File: src/rtl/pilot_level_ctrl.sv
// pilot_level_ctrl
//   Closed-loop pilot-level controller for the stereo MPX path (mclk domain).
//   Repeatedly runs measurement windows on the sigstat block: clear, enable,
//   wait for the sample count, freeze. It then reads min/max, forms the
//   peak-to-peak value and steps pilot_gain toward target_pp with saturation.
//   Lock status and sticky measurement timeouts are reported for the APB
//   register block.
//
// Build option
//   PILOT_LVL_CTRL_PROP_STEP_EN : when defined, the UPDATE step is proportional
//   to the error, (max(1, (|err| - deadband) >> 2) << 4), capped at
//   16*GAIN_STEP. When undefined, the step is fixed at GAIN_STEP.
//
// Ports
//   mclk, mreset_n   clock, synchronous active-low reset
//   enable           1 = run control loop, 0 = stop and hold gain
//   target_pp        target peak-to-peak (unsigned, 9 bit)
//   deadband         allowed |pp - target_pp| without a gain change
//   window           samples per measurement window (0 treated as 1)
//   gain_load        1-cycle pulse: load gain_load_val into pilot_gain
//   gain_load_val    gain preset value
//   stat_cfg         to sigstat: bit0 = reset, bit1 = enable
//   stat_limit       to sigstat: window length latched at window start
//   stat_min/max     from sigstat, signed 8 bit
//   stat_count       from sigstat, valid samples in current window
//   pilot_gain       to pilot gain stage (registered)
//   busy             1 while the FSM is not IDLE
//   locked           loop has held inside the deadband LOCK_COUNT times
//   timeout_err      sticky RUN timeout, cleared by a rising edge of enable
module pilot_level_ctrl #(
    parameter int unsigned             GAIN_WIDTH = 16,
    parameter logic [GAIN_WIDTH-1:0]   GAIN_INIT  = 16'h0100,
    parameter int unsigned             GAIN_STEP  = 16,
    parameter int unsigned             LOCK_COUNT = 4,
    parameter int unsigned             TIMEOUT    = 2**24
) (
    input  logic                  mclk,
    input  logic                  mreset_n,
    input  logic                  enable,
    input  logic [8:0]            target_pp,
    input  logic [7:0]            deadband,
    input  logic [31:0]           window,
    input  logic                  gain_load,
    input  logic [GAIN_WIDTH-1:0] gain_load_val,
    output logic [1:0]            stat_cfg,
    output logic [31:0]           stat_limit,
    input  logic [7:0]            stat_min,
    input  logic [7:0]            stat_max,
    input  logic [31:0]           stat_count,
    output logic [GAIN_WIDTH-1:0] pilot_gain,
    output logic                  busy,
    output logic                  locked,
    output logic                  timeout_err
);

    localparam int unsigned WD_W = $clog2(TIMEOUT) + 1;
    localparam int unsigned LC_W = $clog2(LOCK_COUNT + 1);
    localparam int unsigned SW   = GAIN_WIDTH + 1;
    localparam logic [WD_W-1:0] WD_LAST = WD_W'(TIMEOUT - 1);
    localparam logic [LC_W-1:0] LC_MAX  = LC_W'(LOCK_COUNT);

    typedef enum logic [2:0] {
        IDLE,
        CLEAR,
        RUN,
        HOLD,
        EVAL,
        UPDATE
    } state_t;

    state_t                state, state_next;
    logic [WD_W-1:0]       watchdog;
    logic [LC_W-1:0]       lock_cnt;
    logic [LC_W-1:0]       lock_cnt_inc;
    logic                  enable_q;
    logic signed [9:0]     err_q;
    logic signed [9:0]     err_next;
    logic signed [9:0]     db_s;
    logic [8:0]            pp;
    logic [1:0]            cfg_next;
    logic                  run_done;
    logic                  timeout_hit;
    logic                  err_hi;
    logic                  err_lo;
    logic [SW-1:0]         step;
    logic [SW-1:0]         gain_sum;
    logic [SW-1:0]         gain_diff;
    logic [GAIN_WIDTH-1:0] gain_up;
    logic [GAIN_WIDTH-1:0] gain_dn;

    // Next-state logic. enable=0 forces IDLE from every state (UPDATE still
    // applies its gain step in its own block); a gain_load while busy
    // abandons the running window and restarts at CLEAR.
    always_comb begin
        state_next  = state;
        run_done    = (stat_count >= stat_limit);
        timeout_hit = 1'b0;
        unique case (state)
            IDLE:    if (enable) state_next = CLEAR;
            CLEAR:   state_next = RUN;
            RUN: begin
                if (run_done) begin
                    state_next = HOLD;
                end else if (watchdog == WD_LAST) begin
                    state_next  = CLEAR;
                    timeout_hit = enable;
                end
            end
            HOLD:    state_next = EVAL;
            EVAL:    state_next = UPDATE;
            UPDATE:  state_next = enable ? CLEAR : IDLE;
            default: state_next = IDLE;
        endcase
        if (!enable) begin
            state_next = IDLE;
        end else if (gain_load && (state != IDLE)) begin
            state_next = CLEAR;
        end

        // min/max stay frozen from HOLD through UPDATE
        unique case (state_next)
            RUN:                cfg_next = 2'b10;
            HOLD, EVAL, UPDATE: cfg_next = 2'b00;
            default:            cfg_next = 2'b01;
        endcase
    end

    // Error and step computation.
    always_comb begin
        pp       = {stat_max[7], stat_max} - {stat_min[7], stat_min};
        err_next = $signed({1'b0, pp}) - $signed({1'b0, target_pp});
        db_s     = $signed({2'b00, deadband});
        err_hi   = (err_q > db_s);
        err_lo   = (err_q < -db_s);
        lock_cnt_inc = (lock_cnt == LC_MAX) ? lock_cnt : lock_cnt + 1'b1;
    end

`ifdef PILOT_LVL_CTRL_PROP_STEP_EN
    localparam int unsigned STEP_CAP = 16 * GAIN_STEP;
    logic [9:0]  err_mag;
    logic [9:0]  excess;
    logic [11:0] prop_raw;

    // Only used when the error lies outside the deadband, so excess >= 1.
    always_comb begin
        err_mag  = err_q[9] ? $unsigned(-err_q) : $unsigned(err_q);
        excess   = err_mag - {2'b00, deadband};
        prop_raw = {(excess[9:2] == 8'd0) ? 8'd1 : excess[9:2], 4'b0000};
        if (32'(prop_raw) > STEP_CAP) begin
            step = SW'(STEP_CAP);
        end else begin
            step = SW'(prop_raw);
        end
    end
`else
    always_comb begin
        step = SW'(GAIN_STEP);
    end
`endif

    // One extra bit catches carry (up) and borrow (down) for saturation.
    always_comb begin
        gain_sum  = {1'b0, pilot_gain} + step;
        gain_diff = {1'b0, pilot_gain} - step;
        gain_up   = gain_sum[GAIN_WIDTH]  ? '1 : gain_sum[GAIN_WIDTH-1:0];
        gain_dn   = gain_diff[GAIN_WIDTH] ? '0 : gain_diff[GAIN_WIDTH-1:0];
    end

    always_ff @(posedge mclk) begin
        if (!mreset_n) begin
            state <= IDLE;
        end else begin
            state <= state_next;
        end
    end

    always_ff @(posedge mclk) begin
        if (!mreset_n) begin
            stat_cfg    <= 2'b01;
            stat_limit  <= '0;
            pilot_gain  <= GAIN_INIT;
            busy        <= 1'b0;
            locked      <= 1'b0;
            timeout_err <= 1'b0;
            lock_cnt    <= '0;
            watchdog    <= '0;
            enable_q    <= 1'b0;
            err_q       <= '0;
        end else begin
            enable_q <= enable;
            stat_cfg <= cfg_next;
            busy     <= (state_next != IDLE);

            if (state == CLEAR) begin
                stat_limit <= (window == '0) ? 32'd1 : window;
                watchdog   <= '0;
            end else if (state == RUN) begin
                watchdog <= watchdog + 1'b1;
            end

            if (state == EVAL) begin
                err_q <= err_next;
            end

            if (state == UPDATE) begin
                if (err_hi || err_lo) begin
                    pilot_gain <= err_hi ? gain_dn : gain_up;
                    lock_cnt   <= '0;
                    locked     <= 1'b0;
                end else begin
                    lock_cnt <= lock_cnt_inc;
                    if (lock_cnt_inc == LC_MAX) begin
                        locked <= 1'b1;
                    end
                end
            end

            if (timeout_hit) begin
                lock_cnt <= '0;
                locked   <= 1'b0;
            end

            // gain_load overrides any UPDATE in the same cycle
            if (gain_load) begin
                pilot_gain <= gain_load_val;
                lock_cnt   <= '0;
                locked     <= 1'b0;
            end

            // a timeout in the same cycle as the enable edge wins
            if (enable && !enable_q) begin
                timeout_err <= 1'b0;
            end
            if (timeout_hit) begin
                timeout_err <= 1'b1;
            end
        end
    end

endmodule

File: config.mk
export PLATFORM = sky130hd
export DESIGN_NAME = pilot_level_ctrl
export DESIGN_NICKNAME = d
export VERILOG_FILES = /design/src/rtl/pilot_level_ctrl.sv
export SDC_FILE = /design/constraint.sdc
export NUM_CORES = 1
export LEC_CHECK = 0
export ABC_AREA = 1
export CORE_UTILIZATION = 40
export DETAILED_ROUTE_END_ITERATION = 8
export PLACE_DENSITY = 0.78
export SLEW_MARGIN = 30
export SYNTH_ARGS = -nofsm -noshare
export SYNTH_HDL_FRONTEND = slang
export SYNTH_SLANG_ARGS = --single-unit
File: constraint.sdc
create_clock -name mclk -period 2.8 [get_ports mclk]
set_input_delay 0.56 -clock mclk [delete_from_list [all_inputs] [get_ports mclk]]
set_output_delay 0.56 -clock mclk [all_outputs]
set_load 0.01 [all_outputs]
After elaboration in Yosys (flattened, before gate mapping):

Index checks and enable logic that the tools add are counted.

* bitwise gates (word level): 1
* mux-type cells: 22
* reductions and logical operators: 18
* eq/ne operators: 12
* add/subtract/negate cells: 7
* $lt $le $gt $ge: 3

Operators with widths (number)
* 16-bit two-way mux: 6
* 32-bit >= comparator: 1
* 32-bit zero test: 1
* 32-bit two-way mux: 1
* 25-bit by 1-bit adder with 25-bit output, second input constant: 1
* 25-bit by 24-bit equality test with 1-bit output, second input constant: 1
* 3-bit equality test, second input constant: 6
* 3-bit two-way mux: 6
* 16-bit by 5-bit adder with 17-bit output, second input constant: 1
* 16-bit by 5-bit subtractor with 17-bit output, second input constant: 1
* 3-bit one-hot mux with 5 select lines: 1
* 3-bit by 2-bit equality test with 1-bit output, second input constant: 4
* 10-bit by 9-bit greater-than comparator with 1-bit output: 1
* 10-bit less-than comparator: 1
* 8-bit negation with 10-bit output: 1
* 9-bit by 9-bit subtractor with 10-bit output: 1
* 8-bit by 8-bit subtractor with 9-bit output: 1
* 2-bit nonzero test: 4
* 1-bit two-way mux: 7
* 3-bit nonzero test: 2
* 3-bit OR reduction: 2
* 2-bit one-hot mux with 2 select lines: 1
* 2-bit AND reduction: 2
* 2-bit OR reduction: 2
* 7 further kinds: 8

* input port bits: 117
* register bits: 95
* logic and storage cells: 74

Logic depth before layout (Yosys ltp):

* depth after elaboration: 9
* depth in mapped cells: 23

Worst setup path before layout:

Ideal clock, no wire load.

* path kind: input port to flip-flop
* from: input port stat_max[0]
* to: register err_q[8]
* cell stages on the path: 18
* path buffers: 0
* data arrival time: 2.744 ns
* path slack: -0.061 ns
* path through: inv_1 -> ha_1 -> inv_1 -> fa_1 -> a31oi_1 -> inv_1 -> a21oi_1 -> o21ai_0 -> xnor2_1 -> inv_1 -> ha_1 -> inv_1 -> nor3_1 -> nand2_1 -> nand3_1 -> nand2_1 -> o221ai_1 -> inv_1

* word-level cells in the longest chain between the ends: 2

RTL lines
* start: declaration: line 48 `input logic [7:0] stat_max,`
* 8-bit by 8-bit subtractor with 9-bit output: line 130 `pp = {stat_max[7], stat_max} - {stat_min[7], stat_min};`
* 9-bit by 9-bit subtractor with 10-bit output: line 131 `err_next = $signed({1'b0, pp}) - $signed({1'b0, target_pp});`
* end signal: assignment: line 202 `err_q <= err_next;`
* end: declaration: line 76 `logic signed [9:0] err_q;`

No other way between the ends.
A chain may end at the register's enable or synchronous reset.

Final worst setup path:

* from: input port deadband[0]
* to: register pilot_gain[9]

* word-level cells in the longest chain between the ends: 5
* elaborated cells between the ends (all ways): 10
* those cells by class: add/sub: 1; order compare: 2; mux: 4; reduce/logical: 3

RTL lines
* start: declaration: line 41 `input logic [7:0] deadband,`
* 8-bit negation with 10-bit output or 10-bit by 9-bit greater-than comparator with 1-bit output (tied branches): line 134, 133
* 10-bit less-than comparator or 16-bit two-way mux (tied branches): line 134, 207
* 1-bit logical OR or 16-bit two-way mux (tied branches): line 206 `if (err_hi || err_lo) begin`
* 2-bit nonzero test (no line) or 16-bit two-way mux (tied branches)
* 2-bit AND reduction (no line) or 16-bit two-way mux (tied branches)
* end signal: assignment: line 207 `pilot_gain <= err_hi ? gain_dn : gain_up;`
* end signal: assignment: line 225 `pilot_gain <= gain_load_val;`
* end: declaration: line 50 `output logic [GAIN_WIDTH-1:0] pilot_gain,`

Several ways; a longest one is shown, not always the timed one. The select of a mux whose other input is x is not followed.

==> flow_metrics.tcl <==
set metrics [dict create \
    maxSlewHeadroom_pct 65.7 \
    post_synth_fa_ha_maj_area_fraction_pct 13.6 \
    grt_max_degree 38 \
    finalHoldViolations 0 \
    xor_xnor_share_of_the_synthesized_area_pct 3.56 \
    critPathKind "input pin to register" \
    first_global_vias 6622 \
    dominant_combinational_cell_family_by_area_after_synthesis "simple AND/OR/NAND/NOR gates" \
    dr_total_vias 7128 \
    internal_power_w 0.00265 \
    path_max_fanout 5 \
    antennaDiodeCount 0 \
    vdd.ir_drop.worst_mv 0.264 \
    cell_types_with_the_largest_area_share_after_synthesis "dfxtp_1 (28%), ha_1 (13%), nand2_1 (12%)" \
    avgViaCountPerCell 4.83 \
    cts.hold.buffers_added 0 \
    numCtsBuffers 9 \
    post-route-util_pct 58.7 \
    hold_path_depth 2 \
    path_clk_slew_ps 70 \
    drt_pass1_iterations 5 \
    clock_network_latency_to_the_later_pin_of_the_worst_skew_pair_ps 350 \
    floorplan.initialDensity_pct 41.3 \
    swShare_pct 30.2 \
    place_worst_setup_slack_ps -640 \
    synth_seq_area_share_pct 27.6 \
    r2r_end "pilot_gain[6]" \
    route.detailed.drc 0 \
    timing.final.ws_setup_ps 149 \
    muxShareOfSynthArea_pct 0 \
    timing.rr.start "pilot_gain[4]" \
    period_share_pct 94.7 \
    cts_root_buffer "clkbuf_16" \
    critical_path_required_ps 3040 \
    syn_area_sq_um 6900 \
    drtIter0Drc 380 \
    share_clk_of_total_power_pct 32.5 \
    port_buffers 169 \
    dominantRegCellSynth "dfxtp_1" \
    worst_max_slew_pin_slew_ps 513 \
    worst_hold_path.endpoint "watchdog[24]" \
    placeableCoreArea_sq_um 16700 \
    htree_num_levels 3 \
    grtUsageTotal_pct 20.6 \
    place.detailed.hpwl_mm 13.8 \
    power.net_switching_w 0.00114 \
    design.final.nets 1441 \
    synthesized_flop_and_latch_total 95 \
    clock-sinks 95 \
    final_area_sq_um 9800 \
    rows 47 \
    num_io_pins 170 \
    fin_worst_skew_ps 7.76 \
    p_comb_share_pct 29.5 \
    timing.critical_path.from_type "input pin" \
    finalWeightedCongestion 0.908 \
    status "finished clean" \
    distinct_cell_type_count_after_synthesis 46 \
    fp.dieArea_sq_um 17800 \
    finalSetupViolations 0 \
    fraction_of_final_layout_cells_sized_beyond_drive_strength_1_pct 13.9 \
    drt.antenna.violating_nets 0 \
    drt_wl_total_mm 18.2 \
    max_freq_ghz 0.377 \
    synth-edff-count 0 \
    grt_pass1_wl_mm 30.0 \
    yosys.area_share.simple_pct 31.2 \
    powerDensity_nw_per_um2 387 \
    synth_compound_area_share_pct 11.7 \
    synth_async_sr_flop_share_pct 0 \
    yosys_warnings 0 \
    synth_nets 1225 \
    arrival_ps 2890 \
    hold_path_startpoint "watchdog[24]" \
    final.min_clock_period_ps 2650 \
    sort_of_element_at_the_end_of_the_critical_path "register" \
    min-delay-path-class "register to register" \
    route.detailed.wl_per_inst_um 12.3 \
    power_frac_seq_pct 38.0 \
    post-synth-top-area-cell "dfxtp_1" \
    globalRouteOverflowTotal 0 \
    final-max-slew-violation-count 0 \
    finalSetupTns_ps 0 \
    avgSynthCellArea_sq_um 6.67 \
    fp.dieW_um 133 \
    cts.path.max_buffers 2 \
    cap_viol_max_count 0 \
    leakage_dissipation_nw 4.48 \
    tritoncts "built" \
    ff2ff_setup_slack_ps 710 \
    synthToLayoutAreaGrowth_pct 42.2 \
    reg2regPathDepth 14 \
    detailed_place.area_sq_um 9150 \
    antenna_violations_before_repair 0 \
    post-synth-top-area-fraction_pct 27.6 \
    postSynthCellCount 1034 \
    dieHeight_um 133 \
]
## Yosys cell counts, types with 2 or more instances
| library cell | n |
|---|---|
| nand2_1 | 228 |
| inv_1 | 195 |
| nor2_1 | 104 |
| dfxtp_1 | 95 |
| ha_1 | 72 |
| nand3_1 | 55 |
| a21oi_1 | 49 |
| o21ai_0 | 42 |
| o22ai_1 | 27 |
| xor2_1 | 24 |
| nor3_1 | 20 |
| nand4_1 | 18 |
| nand3_2 | 9 |
| nor2_2 | 9 |
| buf_2 | 8 |
| clkbuf_1 | 8 |
| nand2_2 | 8 |
| a31oi_1 | 6 |
| nor2_4 | 6 |
| o21ai_1 | 6 |
| nor3_2 | 5 |
| inv_2 | 4 |
| xnor2_1 | 4 |
| o211ai_1 | 3 |
| a211oi_1 | 2 |
| a221oi_1 | 2 |
| buf_4 | 2 |
| fa_1 | 2 |
| nand3b_1 | 2 |
| nor4_1 | 2 |
| or2_2 | 2 |
## logic make-up (layout without fill, tap and decap cells)
| group | after synthesis | after routing |
|---|---|---|
| and+or+nand+nor | 473 | 475 |
| buffers and inverters | 220 | 439 |
| AOI/OAI and AO/OA | 144 | 144 |
| DFF | 95 | 95 |
| adders and majority gates | 74 | 74 |
| xor gates and xnor gates | 28 | 28 |
## cell usage in the layout (no fill, tap or decap), types with 3 or more instances in the layout
cell type and n:
a21oi_1 42, a21oi_2 8, a31oi_1 4, buf_4 52, clkbuf_16 9, clkbuf_2 3, clkbuf_8 3, clkdlybuf4s15_1 4
clkdlybuf4s50_1 156, dfxtp_1 95, dlymetal6s2s_1 6, ha_1 63, ha_4 7, inv_1 184, inv_2 14, nand2_1 220
nand2_2 13, nand2_4 3, nand2_8 3, nand3_1 53, nand3_2 10, nand4_1 18, nor2_1 101, nor2_2 11
nor2_4 7, nor3_1 16, nor3_2 8, o211ai_1 3, o21ai_0 34, o21ai_1 10, o21ai_2 3, o22ai_1 27
xnor2_1 4, xor2_1 24
## power groups by stage
stage	registers (W)	logic (W)	clock network, W
6_report	0.00144	0.00112	0.00123
5_1_grt	0.00145	0.00126	0.00132
4_1_cts	0.00144	0.00106	0.00126
3_5_place_dp	0.00147	0.00100	0
3_3_place_gp	0.00147	0.000982	0
2_1_floorplan	0.00148	0.000534	0
## area by class of cell
cell class / count / area, sq um
inverter: 200 / 753
multi-input combinational: 721 / 4460
fill: 1543 / 6900
tap: 220 / 275
clock inverter: 4 / 27.5
timing repair buffer: 223 / 2120
clock buffer: 12 / 267
sequential: 95 / 1900
## state kept, by name, summed over array words and instances (netlist names), 2 cells and up
name,cells
watchdog,25
pilot_gain,16
err_q,10
state,3
stat_limit,32
lock_cnt,3
stat_cfg,2
## critical path, stage by stage
cell             delay (ps)
clkdlybuf4s15_1         220
nor3_2                  230
nand2_1                  90
nor2_1                  140
nand2_2                 100
nor2_2                  120
xor2_1                  160
ha_1                    260
nand2_1                  70
nand2_1                  60
a21oi_2                 150
nand4_1                 120
nand2_2                 120
nand2_4                  80
nand2_8                 120
nand2_4                  90
o21ai_0                 170
nor2_1                   60
## metal layers
| layer | track usage (%) | wire length [um] | part of all wire (%) |
|---|---|---|---|
| met1 | 25.6 | 8230 | 45 |
| met2 | 35.6 | 8800 | 48 |
| met3 | 2.97 | 722 | 4.0 |
| met4 | 8.46 | 459 | 2.5 |
| met5 | 0 | 0 | 0 |
## how the worst max path moves through the flow
stage                startpoint             to  slack (ps)  cells past startpoint
floorplan           stat_max[0]       err_q[8]          20                     18
global placement    stat_min[2]       err_q[8]        -550                     22
detailed placement  stat_min[2]       err_q[8]        -640                     22
CTS                 stat_max[3]       err_q[7]           9                     20
global route        deadband[0]  pilot_gain[9]         -40                     18
finish              deadband[0]  pilot_gain[9]         150                     18
## per-stage QoR
stage	power [W]	instances	hold WS [ps]
after floorplan	0.00201	1034	437
after global placement	0.00245	1448	456
after detailed placement	0.00247	1448	467
after CTS	0.00376	1471	473
after global routing	0.00402	1475	508
final	0.00380	1475	471
## what timing repair did
item / in CTS / in global routing
setup buffers: 6 / 3
gates resized for setup: 37 / 54
cloned: 1 / 1
endpoints found under the setup margin: 20 / 25
pin swaps: 25 / 41
No activity file was read; power rests on OpenSTA's default activity.
